## config.mk

```make
export PLATFORM = sky130hd
export DESIGN_NAME = connect4_move_sequencer
export DESIGN_NICKNAME = d
export VERILOG_FILES = /design/src/rtl/connect4_move_sequencer.sv
export SDC_FILE = /design/constraint.sdc
export NUM_CORES = 1
export LEC_CHECK = 0
export CAP_MARGIN = 15
export CORE_UTILIZATION = 44
export CTS_CLUSTER_SIZE = 40
export DETAILED_ROUTE_END_ITERATION = 6
export GPL_ROUTABILITY_DRIVEN = 0
export PLACE_DENSITY = 0.79
export SYNTH_ARGS = -nofsm -noshare
export SYNTH_HDL_FRONTEND = slang
export SYNTH_SLANG_ARGS = --single-unit
export TNS_END_PERCENT = 20
```

## constraint.sdc

```tcl
create_clock -name clk -period 2.05 [get_ports clk]
set_input_delay 0.205 -clock clk [delete_from_list [all_inputs] [get_ports clk]]
set_output_delay 0.205 -clock clk [all_outputs]
set_load 0.01 [all_outputs]
```

## src/rtl/connect4_move_sequencer.sv

```systemverilog
// Connect-4 turn sequencer: accepts column requests, validates them against the board,
// strobes the placement datapath, waits for the winner detector, then alternates or ends.
module connect4_move_sequencer #(
    parameter int NUM_COLS       = 4,
    parameter int NUM_ROWS       = 4,
    parameter int SETTLE_CYCLES  = 2,
    parameter int TIMEOUT_CYCLES = 0
) (
    input  logic        clk,
    input  logic        reset,
    input  logic        new_game,
    input  logic        move_valid,
    input  logic [3:0]  move_col,
    output logic        move_ready,
    input  logic [15:0] game_board,
    input  logic [1:0]  game_status,
    output logic        dp_enable,
    output logic [3:0]  dp_column,
    output logic        player_turn,
    output logic        move_reject,
    output logic        turn_timeout,
    output logic        board_clear,
    output logic        game_over,
    output logic [1:0]  final_status,
    output logic [4:0]  move_count,
    output logic [2:0]  state
);

    typedef enum logic [2:0] {
        S_WAIT   = 3'd0,
        S_CHECK  = 3'd1,
        S_COMMIT = 3'd2,
        S_SETTLE = 3'd3,
        S_EVAL   = 3'd4,
        S_OVER   = 3'd5
    } state_t;

    localparam logic [15:0] TO_LAST     = 16'(TIMEOUT_CYCLES - 1);
    localparam logic [3:0]  SETTLE_LOAD = 4'(SETTLE_CYCLES - 1);
    localparam logic [4:0]  FULL_COUNT  = 5'd16;

    state_t      r_state, w_next;
    logic [3:0]  r_col;
    logic [3:0]  r_dp_column;
    logic        r_dp_enable, r_reject, r_timeout, r_clear, r_player;
    logic [1:0]  r_final;
    logic [4:0]  r_count;
    logic [3:0]  r_settle;
    logic [15:0] r_to_cnt;

    logic        w_handshake, w_col_ok, w_to_fire, w_settle_done, w_game_end;
    logic [7:0]  w_top_idx;

    assign w_handshake   = move_valid && move_ready;
    assign w_top_idx     = 8'(r_col) * 8'(NUM_ROWS) + 8'(NUM_ROWS - 1);
    // Range test first so the board lookup is only trusted for real columns.
    assign w_col_ok      = ({1'b0, r_col} < 5'(NUM_COLS)) && !game_board[w_top_idx[3:0]];
    assign w_to_fire     = (TIMEOUT_CYCLES > 0) && (r_state == S_WAIT) && !move_valid
                           && (r_to_cnt == TO_LAST);
    assign w_settle_done = (r_settle == 4'd0);
    assign w_game_end    = (game_status != 2'b00) || (r_count == FULL_COUNT);

    always_ff @(posedge clk or posedge reset) begin
        if (reset) r_state <= S_WAIT;
        else       r_state <= w_next;
    end

    always_comb begin
        w_next     = r_state;
        move_ready = 1'b0;
        game_over  = 1'b0;
        case (r_state)
            S_WAIT: begin
                move_ready = 1'b1;
                if (move_valid) w_next = S_CHECK;
            end
            S_CHECK:  w_next = w_col_ok ? S_COMMIT : S_WAIT;
            S_COMMIT: w_next = S_SETTLE;
            S_SETTLE: if (w_settle_done) w_next = S_EVAL;
            S_EVAL:   w_next = w_game_end ? S_OVER : S_WAIT;
            S_OVER:   game_over = 1'b1;
            default:  w_next = S_WAIT;
        endcase
        if (new_game) w_next = S_WAIT;
    end

    always_ff @(posedge clk or posedge reset) begin
        if (reset) begin
            r_col       <= '0;
            r_dp_column <= '0;
            r_dp_enable <= 1'b0;
            r_reject    <= 1'b0;
            r_timeout   <= 1'b0;
            r_clear     <= 1'b0;
            r_player    <= 1'b0;
            r_final     <= 2'b00;
            r_count     <= '0;
            r_settle    <= '0;
            r_to_cnt    <= '0;
        end else begin
            r_dp_enable <= 1'b0;
            r_reject    <= 1'b0;
            r_timeout   <= 1'b0;
            r_clear     <= 1'b0;
            if (new_game) begin
                r_player <= 1'b0;
                r_final  <= 2'b00;
                r_count  <= '0;
                r_settle <= '0;
                r_to_cnt <= '0;
                r_clear  <= 1'b1;
            end else begin
                case (r_state)
                    S_WAIT: begin
                        if (w_handshake) begin
                            r_col    <= move_col;
                            r_to_cnt <= '0;
                        end else if (w_to_fire) begin
                            r_timeout <= 1'b1;
                            r_player  <= ~r_player;
                            r_to_cnt  <= '0;
                        end else if (TIMEOUT_CYCLES > 0) begin
                            r_to_cnt <= r_to_cnt + 16'd1;
                        end
                    end
                    S_CHECK: begin
                        if (w_col_ok) begin
                            r_dp_column <= r_col;
                            r_dp_enable <= 1'b1;
                        end else begin
                            r_reject <= 1'b1;
                        end
                    end
                    S_COMMIT: begin
                        r_count  <= (r_count == FULL_COUNT) ? r_count : r_count + 5'd1;
                        r_settle <= SETTLE_LOAD;
                    end
                    S_SETTLE: if (!w_settle_done) r_settle <= r_settle - 4'd1;
                    S_EVAL: begin
                        if (game_status != 2'b00)     r_final  <= game_status;
                        else if (r_count == FULL_COUNT) r_final <= 2'b11;
                        else                          r_player <= ~r_player;
                    end
                    default: ;
                endcase
            end
        end
    end

    assign dp_enable    = r_dp_enable;
    assign dp_column    = r_dp_column;
    assign player_turn  = r_player;
    assign move_reject  = r_reject;
    assign turn_timeout = r_timeout;
    assign board_clear  = r_clear;
    assign final_status = r_final;
    assign move_count   = r_count;
    assign state        = r_state;

endmodule

```

==> qor.yml <==
placement.io_buffers: 33
total_power_mw: 1.01
synthesis.nets: 148
fp.dieArea_um2: 3160
largest_net_degree_at_the_start_of_global_routing: 27
max-clock-path-buffers: 2
timing_worst_setup_path_type: "flop to output port"
synth_async_sr_flop_share_pct: 100
finish.net_count: 186
postLayoutSetupSlackWorst_ns: 0.139
wl_per_cell_um: 15.1
post-route-period-util_pct: 93.2
netlist_area_um2: 1290
period_needed_ns: 1.91
cap_viol_max_count: 0
overflow: 0
required_ns: 1.85
synth_enable_flop_cells: 0
placement.setup.worst_slack_ns: 0.212
synth_top_flop_cell: "sky130_fd_sc_hd__dfrtp_1"
count_of_distinct_cell_types_in_the_synthesized_netlist: 39
drt-total-wl_mm: 2.80
antenna-diode-count: 0
synth_compound_gate_area_share_pct: 8.52
yosys.cell_count.top_type: "sky130_fd_sc_hd__dfrtp_1"
combinational_family_with_the_most_area_after_synthesis: "simple AND/OR/NAND/NOR gates"
yosysTopAreaCell: "sky130_fd_sc_hd__dfrtp_1"
yosysTopAreaCellShare_pct: 50.3
yosys-mux-area-fraction_pct: 8.42
fraction_of_layout_cells_with_a_size_suffix_above_1_pct: 13.0
vias_per_cell: 5.48
areaGrowthSynthToFinish_pct: 31.4
nFillCells: 238
holdCritPathClass: "input port to asynchronous set/reset pin"
via_count_of_the_first_global_routing_pass: 1012
synthAdderAreaFrac_pct: 3.87
yosys-top-cells-area: "sky130_fd_sc_hd__dfrtp_1, sky130_fd_sc_hd__mux2_2, sky130_fd_sc_hd__nor2_1, sky130_fd_sc_hd__ha_1, sky130_fd_sc_hd__nor3b_1"
post_cts_hold_buffer_count: 0
cts_tree: "yes"
dp.final_hpwl_mm: 2.17
die-height_um: 56.2
synth-seq-cells: 26
placementRows: 19
final-seq-area_um2: 653
leakagePower_nw: 0.731
clk_pin_slew_worst_paths_ns: 0.13
fin_setup_tns_ns: 0
total_vias_in_the_final_route: 1014
rr_worst_depth: 4
cts.htree.levels: 1
worstSetupStartpointType: "flop"
number_of_slew_limit_violations_in_the_final_report: 0
worst_clock_skew_ns: 0.00388
result_of_the_run: "completed"
worstSkewPairLatency_ns: 0.31
core_area_um2: 2780
netlist_instances: 118
timing.final.hold_violations: 0
number_of_violations_reported_at_the_end_of_detailed_routing_iteration_0: 27
clock_tree_root: "sky130_fd_sc_hd__clkbuf_4"
synth-simple-area-share_pct: 22.0
synth_xor_area_share_pct: 3.39
setup.worst_path.end_class: "output port"
synthesis.yosys.warnings: 0
worst-path-max-fanout: 10
detail_route.drc_violations: 0
rsz0062_at_grt: "false"
maxClockFrequency_mhz: 523
grt_pass1_wl_mm: 4.86
ys_seq_area_share_pct: 50.3
grtUsageTotal_pct: 19.7
io_pins: 47
post_synth_most_frequent_cells: "sky130_fd_sc_hd__dfrtp_1, sky130_fd_sc_hd__nor2_1, sky130_fd_sc_hd__inv_1, sky130_fd_sc_hd__nor3_1"
die_w_um: 56.2
cellPowerDensity_nw_per_um2: 594
antenna_violating_nets_post_route: 0
cts_inserted_buffers: 3
critPathArrivalTime_ns: 1.71
multi_input_comb_area_um2: 601
initial_utilization_pct: 46.5
drt-pass1-iter-count: 4
vdd_drop_max_uv: 462
finalSetupViolations: 0
postSynthAreaPerCell_um2: 11.0
number_of_sinks_on_the_clock_net: 26
antenna_found_initial: 0
cell type report:
type                    count  area share (%)
repair buffers             37            21.2
inverters                   6            1.33
well taps                  31            2.28
clock buffers               3            1.33
multi-input cells          82            35.4
flip-flops and latches     26            38.5
path summary, 6_finish.rpt:
path / start / slack [ns] / end
worst min register to register: dp_column[1] / 0.51 / dp_column[1]
max in group asynchronous: reset / 1.54 / state[1]
worst max-delay path: state[1] / 0.14 / game_over
worst max register to register: state[2] / 0.28 / dp_column[0]
min in group clk: dp_column[1] / 0.51 / dp_column[1]
worst min-delay path: reset / 0.24 / player_turn
registers in the layout (all words and copies together) (netlist names):
| register | cells |
|---|---|
| dp_enable | 1 |
| board_clear | 1 |
| move_reject | 1 |
| state | 3 |
| r_col | 4 |
| move_count | 5 |
| player_turn | 1 |
| final_status | 2 |
| r_settle | 4 |
| dp_column | 4 |
repair_timing:
action / 4_1_cts / 5_1_grt
gates resized for setup: 0 / 2
endpoints found under the setup margin: 0 / 1
setup buffers: 0 / 1
layer usage:
metal | vias up | wire, um | track usage, % | part of all wire, %
li1 | 485 | - | - | -
met1 | 504 | 1180 | 26.3 | 42
met2 | 23 | 1510 | 34.5 | 54
met3 | 2 | 92 | 2.33 | 3.3
met4 | 0 | 19 | 4.18 | 0.68
met5 | - | 0 | 0 | 0
power by group:
group / switching (mW) / leakage (nW) / internal, mW / total, mW
combinational: 0.0852 / 0.371 / 0.126 / 0.211
clock: 0.137 / 0.0138 / 0.0685 / 0.205
sequential: 0.0370 / 0.346 / 0.555 / 0.592
critical path, stage by stage (launching register included):
cell and delay, ns:
sky130_fd_sc_hd__dfrtp_2 0.50, sky130_fd_sc_hd__nor2b_1 0.19, sky130_fd_sc_hd__and2_1 0.17, sky130_fd_sc_hd__clkdlybuf4s50_1 0.54
logic make-up after synthesis:
kind of cell | after synthesis
xor gates and xnor gates | 5
muxes | 10
buffers and inverters | 10
DFF | 26
AOI/OAI and AO/OA | 16
adders and majority gates | 4
other | 1
and+or+nand+nor | 46
layout by cell type, fill, tap and decap left out, types with 3 or more instances in the layout:
| cell type | netlist | routed |
|---|---|---|
| sky130_fd_sc_hd__nor3b_1 | 5 | 5 |
| sky130_fd_sc_hd__nor2_1 | 14 | 14 |
| sky130_fd_sc_hd__buf_4 | 1 | 4 |
| sky130_fd_sc_hd__dfrtp_1 | 26 | 24 |
| sky130_fd_sc_hd__nor2b_1 | 5 | 5 |
| sky130_fd_sc_hd__inv_1 | 6 | 6 |
| sky130_fd_sc_hd__nor3_1 | 6 | 6 |
| sky130_fd_sc_hd__mux2_2 | 5 | 5 |
| sky130_fd_sc_hd__a21oi_1 | 4 | 4 |
| sky130_fd_sc_hd__clkdlybuf4s50_1 | 0 | 33 |
| sky130_fd_sc_hd__mux2i_1 | 3 | 3 |
| sky130_fd_sc_hd__clkbuf_4 | 0 | 3 |
| sky130_fd_sc_hd__ha_1 | 4 | 4 |
| sky130_fd_sc_hd__xnor2_1 | 3 | 3 |
| sky130_fd_sc_hd__nand3_1 | 3 | 3 |
stage by stage:
step                area (um2)  util (%)  cells  hold slack, ns
floorplan                 1290         -    118           0.236
global placement          1670      59.9    181           0.477
detailed placement        1670      59.9    181           0.483
CTS                       1690      60.7    184           0.246
global route              1700      61.0    185           0.272
finish                    1700      61.0    185           0.238
Note: power is estimated with default switching activity, not from simulation.
